## config.mk

```make
export PLATFORM = sky130hd
export DESIGN_NAME = router_merge_arb_5_flat
export DESIGN_NICKNAME = d
export VERILOG_FILES = /design/src/rtl/router_pkg.sv /design/src/rtl/router_merge_arb_5_if.sv /design/src/rtl/rr_arbiter_5.sv /design/src/rtl/router_merge_arb_5.sv /design/src/flat_wrapper.sv
export SDC_FILE = /design/constraint.sdc
export NUM_CORES = 1
export LEC_CHECK = 0
export CORE_MARGIN = 4
export CORE_UTILIZATION = 37
export DETAILED_ROUTE_END_ITERATION = 16
export PLACE_DENSITY = 0.8
export SLEW_MARGIN = 0
export SYNTH_ARGS = -nofsm -noshare
export SYNTH_HDL_FRONTEND = slang
export SYNTH_SLANG_ARGS = --single-unit
```

## constraint.sdc

```tcl
create_clock -name clk -period 10.9 [get_ports clk]
set_clock_uncertainty 0.05 [all_clocks]
set_input_delay 1.09 -clock clk [delete_from_list [all_inputs] [get_ports clk]]
set_output_delay 1.09 -clock clk [all_outputs]
set_load 0.02 [all_outputs]
```

## src/rtl/router_pkg.sv

```systemverilog
// Shared router definitions: packet geometry, direction codes, port indices
// and the round-robin pointer advance used by the merge stage.
package router_pkg;

    localparam int PKT_W = 34;
    localparam int X_HI  = 29;
    localparam int X_LO  = 28;
    localparam int Y_HI  = 27;
    localparam int Y_LO  = 26;

    localparam logic [1:0] WEST  = 2'b00;
    localparam logic [1:0] NORTH = 2'b01;
    localparam logic [1:0] SOUTH = 2'b10;
    localparam logic [1:0] EAST  = 2'b11;

    localparam int IDX_W = 0;
    localparam int IDX_N = 1;
    localparam int IDX_S = 2;
    localparam int IDX_E = 3;
    localparam int IDX_P = 4;

    // Pointer moves to the port just after the winner, wrapping P back to W.
    function automatic logic [2:0] next_ptr(input logic [2:0] idx);
        return (idx == 3'(IDX_P)) ? 3'd0 : idx + 3'd1;
    endfunction

endpackage

```

## src/rtl/router_merge_arb_5_if.sv

```systemverilog
// Merge-stage bus: five packed request channels in, one valid/ready link out.
// With ROUTER_MERGE_GRANT_CNT_EN defined, per-source grant counts are carried too.
interface router_merge_arb_5_if #(
    parameter int WIDTH  = 34,
    parameter int NUM_IN = 5
`ifdef ROUTER_MERGE_GRANT_CNT_EN
    , parameter int CNT_W = 16
`endif
);
    logic [NUM_IN*WIDTH-1:0] in_data;
    logic [NUM_IN-1:0]       in_valid;
    logic [NUM_IN-1:0]       in_ready;
    logic [WIDTH-1:0]        out_data;
    logic                    out_valid;
    logic                    out_ready;
`ifdef ROUTER_MERGE_GRANT_CNT_EN
    logic [NUM_IN*CNT_W-1:0] grant_cnt;
`endif

    modport master (
        output in_data, in_valid, out_ready,
        input  in_ready, out_data, out_valid
`ifdef ROUTER_MERGE_GRANT_CNT_EN
        , input grant_cnt
`endif
    );

    modport slave (
        input  in_data, in_valid, out_ready,
        output in_ready, out_data, out_valid
`ifdef ROUTER_MERGE_GRANT_CNT_EN
        , output grant_cnt
`endif
    );

endinterface

```

## src/rtl/rr_arbiter_5.sv

```systemverilog
// Combinational five-way round-robin winner select: the first request found
// searching upward from ptr (wrapping 4->0) wins. Nothing is granted when en=0.
module rr_arbiter_5 (
    input  logic [4:0] req,
    input  logic [2:0] ptr,
    input  logic       en,
    output logic [4:0] gnt,
    output logic [2:0] gnt_idx,
    output logic       gnt_any
);

    logic [3:0] idx;

    // Scan the five positions in priority order, keeping the first hit.
    always_comb begin
        gnt     = '0;
        gnt_idx = '0;
        gnt_any = 1'b0;
        idx     = '0;
        if (en) begin
            for (int k = 0; k < 5; k++) begin
                idx = {1'b0, ptr} + 4'(k);
                if (idx >= 4'd5) idx = idx - 4'd5;
                if (!gnt_any && req[idx[2:0]]) begin
                    gnt[idx[2:0]] = 1'b1;
                    gnt_idx       = idx[2:0];
                    gnt_any       = 1'b1;
                end
            end
        end
    end

endmodule

```

## src/rtl/router_merge_arb_5.sv

```systemverilog
// Output-side merge stage: round-robin over W,N,S,E,P into a one-entry
// registered output slot. Optional ROUTER_MERGE_GRANT_CNT_EN adds saturating
// per-source grant counters.
//
// Slot FSM
//   state    | meaning
//   ST_EMPTY | no packet held, out_valid=0
//   ST_FULL  | packet held on out_data, out_valid=1
module router_merge_arb_5
    import router_pkg::*;
#(
    parameter int WIDTH  = PKT_W,
    parameter int NUM_IN = 5
`ifdef ROUTER_MERGE_GRANT_CNT_EN
    , parameter int CNT_W = 16
`endif
) (
    input logic clk,
    input logic rst,
    router_merge_arb_5_if.slave bus
);

    localparam logic [0:0] ST_EMPTY = 1'b0;
    localparam logic [0:0] ST_FULL  = 1'b1;

    logic [0:0]       slot_state;
    logic [WIDTH-1:0] out_data_q;
    logic [2:0]       rr_ptr;
    logic             slot_free;
    logic [4:0]       gnt;
    logic [2:0]       gnt_idx;
    logic             gnt_any;

    assign slot_free = (slot_state == ST_EMPTY) || bus.out_ready;

    // Arbitration is gated by reset so nothing is accepted while rst is low.
    rr_arbiter_5 u_arb (
        .req     (bus.in_valid),
        .ptr     (rr_ptr),
        .en      (rst && slot_free),
        .gnt     (gnt),
        .gnt_idx (gnt_idx),
        .gnt_any (gnt_any)
    );

    assign bus.in_ready  = gnt;
    assign bus.out_valid = (slot_state == ST_FULL);
    assign bus.out_data  = out_data_q;

    // Output slot and pointer: load on grant (also covers drain+load), else drain.
    always_ff @(posedge clk) begin
        if (!rst) begin
            slot_state <= ST_EMPTY;
            out_data_q <= '0;
            rr_ptr     <= '0;
        end else if (gnt_any) begin
            slot_state <= ST_FULL;
            out_data_q <= bus.in_data[gnt_idx*WIDTH +: WIDTH];
            rr_ptr     <= next_ptr(gnt_idx);
        end else if (slot_state == ST_FULL && bus.out_ready) begin
            slot_state <= ST_EMPTY;
        end
    end

`ifdef ROUTER_MERGE_GRANT_CNT_EN
    logic [CNT_W-1:0] cnt_q [NUM_IN];

    // Count accepted transfers per source, holding at all-ones.
    always_ff @(posedge clk) begin
        if (!rst) begin
            for (int i = 0; i < NUM_IN; i++) cnt_q[i] <= '0;
        end else if (gnt_any && (cnt_q[gnt_idx] != '1)) begin
            cnt_q[gnt_idx] <= cnt_q[gnt_idx] + 1'b1;
        end
    end

    for (genvar i = 0; i < NUM_IN; i++) begin : g_cnt
        assign bus.grant_cnt[i*CNT_W +: CNT_W] = cnt_q[i];
    end
`endif

endmodule

```

## src/flat_wrapper.sv

```systemverilog
// flat-port wrapper written by rule: the top's interface ports become plain ports
module router_merge_arb_5_flat import router_pkg::*;
#(
    parameter int WIDTH  = PKT_W,
    parameter int NUM_IN = 5

)
  (clk, rst, bus_in_data, bus_in_valid, bus_out_ready, bus_in_ready, bus_out_data, bus_out_valid);
  router_merge_arb_5_if #(.WIDTH(WIDTH), .NUM_IN(NUM_IN)) bus_i ();
  input logic clk;
  input logic rst;
  input wire logic [$bits(bus_i.in_data)-1:0] bus_in_data;
  input wire logic [$bits(bus_i.in_valid)-1:0] bus_in_valid;
  input wire logic [$bits(bus_i.out_ready)-1:0] bus_out_ready;
  output wire logic [$bits(bus_i.in_ready)-1:0] bus_in_ready;
  output wire logic [$bits(bus_i.out_data)-1:0] bus_out_data;
  output wire logic [$bits(bus_i.out_valid)-1:0] bus_out_valid;
  assign bus_i.in_data = bus_in_data;
  assign bus_i.in_valid = bus_in_valid;
  assign bus_i.out_ready = bus_out_ready;
  assign bus_in_ready = bus_i.in_ready;
  assign bus_out_data = bus_i.out_data;
  assign bus_out_valid = bus_i.out_valid;
  router_merge_arb_5 #(.WIDTH(WIDTH), .NUM_IN(NUM_IN)) u_core (.clk(clk), .rst(rst), .bus(bus_i));
endmodule
```

======== Word-level counts from Yosys, hierarchy flattened ========
Index checks and enable logic that the tools add are counted.
operators by class
  add/sub/neg operators ................... 10
  multipliers ............................. 1
  $lt $le $gt $ge ......................... 15
  equal/unequal tests ..................... 1
  shift-type cells ........................ 1
  mux-type cells .......................... 59
  bitwise operators ....................... 5
  reductions and logical operators ........ 17
operators by type and width
  kind                                                        count
  indexed part select 170 x 10 -> 34 bit                      1
  2-to-1 mux 3 bit                                            17
  2-to-1 mux 5 bit                                            10
  2-to-1 mux 1 bit                                            22
  less-than comparator 3 x 4 -> 1 bit, second input constant  5
  OR 5 bit                                                    4
  >= comparator 4 x 3 -> 1 bit, second input constant         4
  binary-select mux 1 bit (select 3 bit)                      5
  demux 1 bit (select 3 bit)                                  5
  >= comparator 3 x 1 -> 1 bit, second input constant         5
  subtractor 3 bit, second input constant                     5
  logical AND 1 bit                                           11
  adder 3 x 2 -> 4 bit, second input constant                 2
  multiplier 3 x 5 -> 8 bit, second input constant            1
  adder 3 x 1 -> 4 bit, second input constant                 1
  adder 3 x 3 -> 4 bit, second input constant                 1
  zero test 1 bit                                             4
  adder 3 x 1 -> 3 bit, second input constant                 1
  == test 3 bit, second input constant                        1
  >= comparator 3 bit, second input constant                  1
  nonzero test 2 bit                                          1
  logical OR 1 bit                                            1
  inverter 1 bit                                              1
storage, ports and cells
  register bits after elaboration ......... 38
  input port bits ......................... 178
  output and inout port bits .............. 40
  word-level logic and storage cells ...... 112

======== Logic depth before layout (Yosys ltp) ========
  word-level depth ........................ 26
  mapped depth ............................ 21
  mapped depth without buffers ............ 17

======== By module ========
From an unflattened synthesis, not the netlist that was laid out.
second synthesis, totals
  cell total of the unflattened synthesis .. 420
  area, all modules ....................... 3872.5 um^2
by module, submodules not included
  module              instances  cells each  area an instance (um^2)  sequential area each (um^2)
  router_merge_arb_5  1          252         2612.5                   760.7
  rr_arbiter_5        1          168         1260.0                   0.0

======== Worst setup path after synthesis ========
Ideal clock, no wire load.
  path kind ............................... reg2out
  from .................................... register u_core.rr_ptr[1]
  to ...................................... output port bus_in_ready[3]
  arrival time ............................ 3.426 ns
  required time ........................... 9.760 ns
  setup slack ............................. 6.334 ns
  cell stages (with the launch flop) ...... 13
  buffers on the path ..................... 3
  path through ............................ dfxtp_1 -> buf_2 -> inv_2 -> ha_1 -> a211o_1 -> a21o_4 -> a211oi_2 -> o31ai_2 -> or3_1 -> buf_2 -> or4_4 -> a21oi_4 -> buf_6
between the ends
  cells in the longest elaborated chain, start to end .. 23
  elaborated cells between the ends (all ways) .. 89
  those cells by class .................... 9 x add/sub; 15 x order compare; 48 x mux; 4 x bitwise; 13 x reduce/logical
RTL lines
  item                                                           line                      text
  start, declared                                                router_merge_arb_5.sv:28  logic [2:0] rr_ptr;
  start signal, assigned                                         router_merge_arb_5.sv:59  rr_ptr <= next_ptr(gnt_idx);
  branches (longest 21 deep; another with adder 3 x 1 -> 4 bit)  -
  2-to-1 mux 5 bit *                                             rr_arbiter_5.sv:24        if (!gnt_any && req[idx[2:0]]) begin
  2-to-1 mux 5 bit *                                             rr_arbiter_5.sv:20        if (en) begin
  end, declared                                                  flat_wrapper.sv:15        output wire logic [$bits(bus_i.in_ready)-1:0] bus_in_ready;
Mark *: on every way between the ends. The select of a mux whose other input is x is not followed.

======== Worst setup path in the final report ========
Ends and elaborated chain as after synthesis.

==> metrics.txt <==
status completed; number of distinct library cells after synthesis 66; area of the mapped netlist between 3000 and 4000 um^2; average footprint of a synthesized cell ~8.4 um^2; pin count of the biggest net entering global routing 38; post-CTS setup-driven buffer insertion count 0; unrepaired setup endpoints after global routing no; final clock period utilization by the worst path between 60% and 70%; Tightest Pin Transition approximately 970 ps; total power divided by cell area about 260 nW/um^2; Synth Instances 424; Worst setup SP type flop; leakage power ~2.3 nW; Routability Congestion about 1; n_diodes 0; peak ir drop on the vdd network between 0.1 and 0.15 mV; CTS Buf Count 5; Hold Crit Endpoint u_core.bus.out_data[32]$_SDFFE_PN0P_; post-DP HPWL about 13,000 um; input/output buffers 217; worst slew slack as a fraction of its limit about a third; buffers and inverters on the worst path 3; startpoint of the lowest-slack hold path u_core.bus.out_data[32]$_SDFFE_PN0P_; sum of routed wire length over all layers ~17,000 um; post-synthesis register bit count 38; DIE AREA about 11,000 um^2; Max-Cap Viols 0; Post-synth EDFFs 0; final cell count without fillers 750; type of destination of the critical path primary output; clk sink count 38; Data arrival, critical path 5540 ps; floorplan die height around 110 um; share of layout cells above drive strength 1 5.64%; slowest cell on the critical path sky130_fd_sc_hd__a21oi_4; DRC violations left 0; clock tree buffer depth 2; die extent in x between 100 and 150 um; class of the worst hold path reg -> reg; number of global-route vias before repair around 4,500; Reg-to-Reg End u_core.rr_ptr[2]$_SDFFE_PN0P_; setup slack of the worst register-to-register path around 5800 ps; Congestion Overflow GR 0; Final Hold Slack approximately 470 ps; Total Routing Usage GR between 20 and 30%; initial cell density of the core about two fifths; Synthesis Warnings 0; top achievable clock speed between 100 and 150 MHz; final-report setup violation count 0; total negative slack 0 ps; placeable core region about 9300 um^2; placed instance count between 700 and 800; required time worst endpoint slightly below 10,000 ps; number of antenna violations at the first check in global routing 0; number of hold-repair buffers added at the cts stage 0; htree depth 2; DR WL/cell around 22 um; detailed-router iteration count before antenna repair 7; Worst Path Max Fanout 35; most instantiated flip-flop cell in the synthesis netlist sky130_fd_sc_hd__dfxtp_1; Worst-Skew Late Latency ~300 ps; via total after detailed routing around 4,400; number of instances on the worst hold path 2; worst slack at placement approximately 4600 ps; clock period minus final worst setup slack about 6700 ps; first-pass GRT wire length between 20,000 and 25,000 um; Total Nets Final a little over 800; R2R Path Start u_core.rr_ptr[1]$_SDFFE_PN0P_; Async S/R FF share, synth 0%; PnR worst setup slack approximately 4200 ps; vias per cell 5.89; area growth from synthesis to layout 64.1%; CTS root buf sky130_fd_sc_hd__clkbuf_8; ports placed on the boundary 218; worst reg2reg path depth 15; count of pins over their slew limit 0; nets in the synthesized netlist 613; cell chain of the critical path inv_2 -> ha_1 -> inv_1 -> a21boi_0 -> mux4_2 -> o22ai_1 -> or3_1 -> or4_4 -> a21oi_4 -> clkdlybuf4s50_1; delay contributed by the slowest stage of the critical path ~780 ps; total power ~0.0015 W; post-synthesis sequential area ratio 21.4%; Worst Path Class, Setup reg -> out; antenna-violating nets left 0; number of rows in the core area 35; Worst-path clk slew 80 ps; kind of cell adding the most delay to the critical path buffers and inverters; DR iter-0 viols 465; number of instances resized during post-cts repair 0; final hold vios 0; clock tree from TritonCTS yes
## layer usage
metal	global-route usage [%]	share of wire (%)
met2	49.5	51
met5	0	0
met4	12.5	4.6
met1	32.5	37
met3	5.28	7.8
## power breakdown
group          internal [W]  switching, W  total [W]
combinational      0.000492      0.000664    0.00116
sequential         0.000198     0.0000400   0.000238
clock             0.0000509     0.0000564   0.000107
total              0.000741      0.000761    0.00150
## Yosys cell counts, types with 3 or more instances
cell type                   instances  area share (%)
sky130_fd_sc_hd__nand2_1           53             5.6
sky130_fd_sc_hd__mux2i_1           46              13
sky130_fd_sc_hd__dfxtp_1           38              21
sky130_fd_sc_hd__o211ai_1          38             8.0
sky130_fd_sc_hd__a222oi_1          34             9.6
sky130_fd_sc_hd__nor2_1            20             2.1
sky130_fd_sc_hd__a21oi_1           14             2.0
sky130_fd_sc_hd__inv_1             13             1.4
sky130_fd_sc_hd__clkbuf_1          12             1.3
sky130_fd_sc_hd__buf_2             11             1.6
sky130_fd_sc_hd__nor3_1            11             1.6
sky130_fd_sc_hd__ha_1              10             3.5
sky130_fd_sc_hd__buf_6              9             2.9
sky130_fd_sc_hd__nand3_1            8             1.1
sky130_fd_sc_hd__nor2b_1            7             1.2
sky130_fd_sc_hd__o21ai_0            7            0.99
sky130_fd_sc_hd__a211oi_1           6             1.3
sky130_fd_sc_hd__o22ai_1            5            0.88
sky130_fd_sc_hd__a31oi_1            4            0.71
sky130_fd_sc_hd__and2_1             4            0.71
sky130_fd_sc_hd__mux2_1             4             1.3
sky130_fd_sc_hd__o31ai_1            4            0.85
sky130_fd_sc_hd__a21o_1             3            0.63
sky130_fd_sc_hd__a22oi_1            3            0.63
sky130_fd_sc_hd__a2bb2oi_1          3            0.74
sky130_fd_sc_hd__inv_2              3            0.32
sky130_fd_sc_hd__nor4_1             3            0.53
sky130_fd_sc_hd__xnor2_1            3            0.74
## through the flow
step	area, um^2	utilization (%)
detailed placement	5730	61.7
global placement	5730	61.7
CTS	5820	62.7
finish	5820	62.7
floorplan	3550	-
global route	5820	62.7
## final cells by class
type	instances	area (um^2)
fillers	854	3460
inverters	16	60.1
clock inverters	2	12.5
repair buffers	223	2220
flip-flops and latches	38	761
well taps	129	161
clock buffers	6	82.6
multi-input cells	336	2530
## state kept, by name (all words and copies together), names as in the netlist
signal / count
u_core.bus.out_data: 34
u_core.rr_ptr: 3
u_core.bus.out_valid: 1
## tightest hold or removal path, delay by kind of cell, from the launching register on
family	cells	cell delay [ps]
DFF	1	330
AOI/OAI and AO/OA	2	150
## cells by family (layout without fill, tap and decap cells)
group                    count (synthesis)  count (layout)  synth area share, %
AO/OA/AOI/OAI                          148             148                 34.4
XOR/XNOR                                 4               4                0.988
adder cells (fa/ha/maj)                 11              11                 4.09
buffers and inverters                   50             247                 7.58
flip-flops                              38              38                 21.4
multiplexers                            53              53                 15.6
AND/OR/NAND/NOR                        120             120                 15.8
## worst max-delay path by stage
stage                                       start              end  slack, ps  cells after the start
floorplan           u_core.rr_ptr[1]$_SDFFE_PN0P_  bus_in_ready[3]       6330                     12
finish              u_core.rr_ptr[1]$_SDFFE_PN0P_  bus_in_ready[3]       4220                     10
global route        u_core.rr_ptr[1]$_SDFFE_PN0P_  bus_in_ready[3]       3870                     10
global placement    u_core.rr_ptr[1]$_SDFFE_PN0P_  bus_in_ready[3]       4680                     10
CTS                 u_core.rr_ptr[1]$_SDFFE_PN0P_  bus_in_ready[3]       4270                     10
detailed placement  u_core.rr_ptr[1]$_SDFFE_PN0P_  bus_in_ready[3]       4590                     10
## layout by cell type (no fill, tap or decap), types with 2 or more instances in the layout
| cell type | count |
|---|---|
| sky130_fd_sc_hd__clkbuf_8 | 6 |
| sky130_fd_sc_hd__a31oi_1 | 4 |
| sky130_fd_sc_hd__nor2_1 | 19 |
| sky130_fd_sc_hd__mux2_1 | 4 |
| sky130_fd_sc_hd__nand3_1 | 8 |
| sky130_fd_sc_hd__o22ai_1 | 4 |
| sky130_fd_sc_hd__o21ai_0 | 7 |
| sky130_fd_sc_hd__clkdlybuf4s50_1 | 217 |
| sky130_fd_sc_hd__a311oi_1 | 2 |
| sky130_fd_sc_hd__buf_4 | 6 |
| sky130_fd_sc_hd__or3_1 | 2 |
| sky130_fd_sc_hd__nand4_1 | 2 |
| sky130_fd_sc_hd__nand2_1 | 53 |
| sky130_fd_sc_hd__a211oi_1 | 6 |
| sky130_fd_sc_hd__o31ai_1 | 4 |
| sky130_fd_sc_hd__inv_2 | 3 |
| sky130_fd_sc_hd__nor3_1 | 11 |
| sky130_fd_sc_hd__a211o_1 | 2 |
| sky130_fd_sc_hd__a21oi_1 | 14 |
| sky130_fd_sc_hd__a222oi_1 | 34 |
| sky130_fd_sc_hd__o211ai_1 | 38 |
| sky130_fd_sc_hd__ha_1 | 10 |
| sky130_fd_sc_hd__mux2i_1 | 46 |
| sky130_fd_sc_hd__xnor2_1 | 3 |
| sky130_fd_sc_hd__a22oi_1 | 3 |
| sky130_fd_sc_hd__or4_1 | 2 |
| sky130_fd_sc_hd__o21ai_1 | 2 |
| sky130_fd_sc_hd__nand2b_1 | 2 |
| sky130_fd_sc_hd__nor4_1 | 3 |
| sky130_fd_sc_hd__a211oi_2 | 2 |
| sky130_fd_sc_hd__o2111ai_1 | 2 |
| sky130_fd_sc_hd__a21o_1 | 3 |
| sky130_fd_sc_hd__dfxtp_1 | 38 |
| sky130_fd_sc_hd__a2bb2oi_1 | 3 |
| sky130_fd_sc_hd__inv_1 | 13 |
| sky130_fd_sc_hd__nor2b_1 | 7 |
| sky130_fd_sc_hd__and2_1 | 4 |
(Power assumes the default switching activity.)
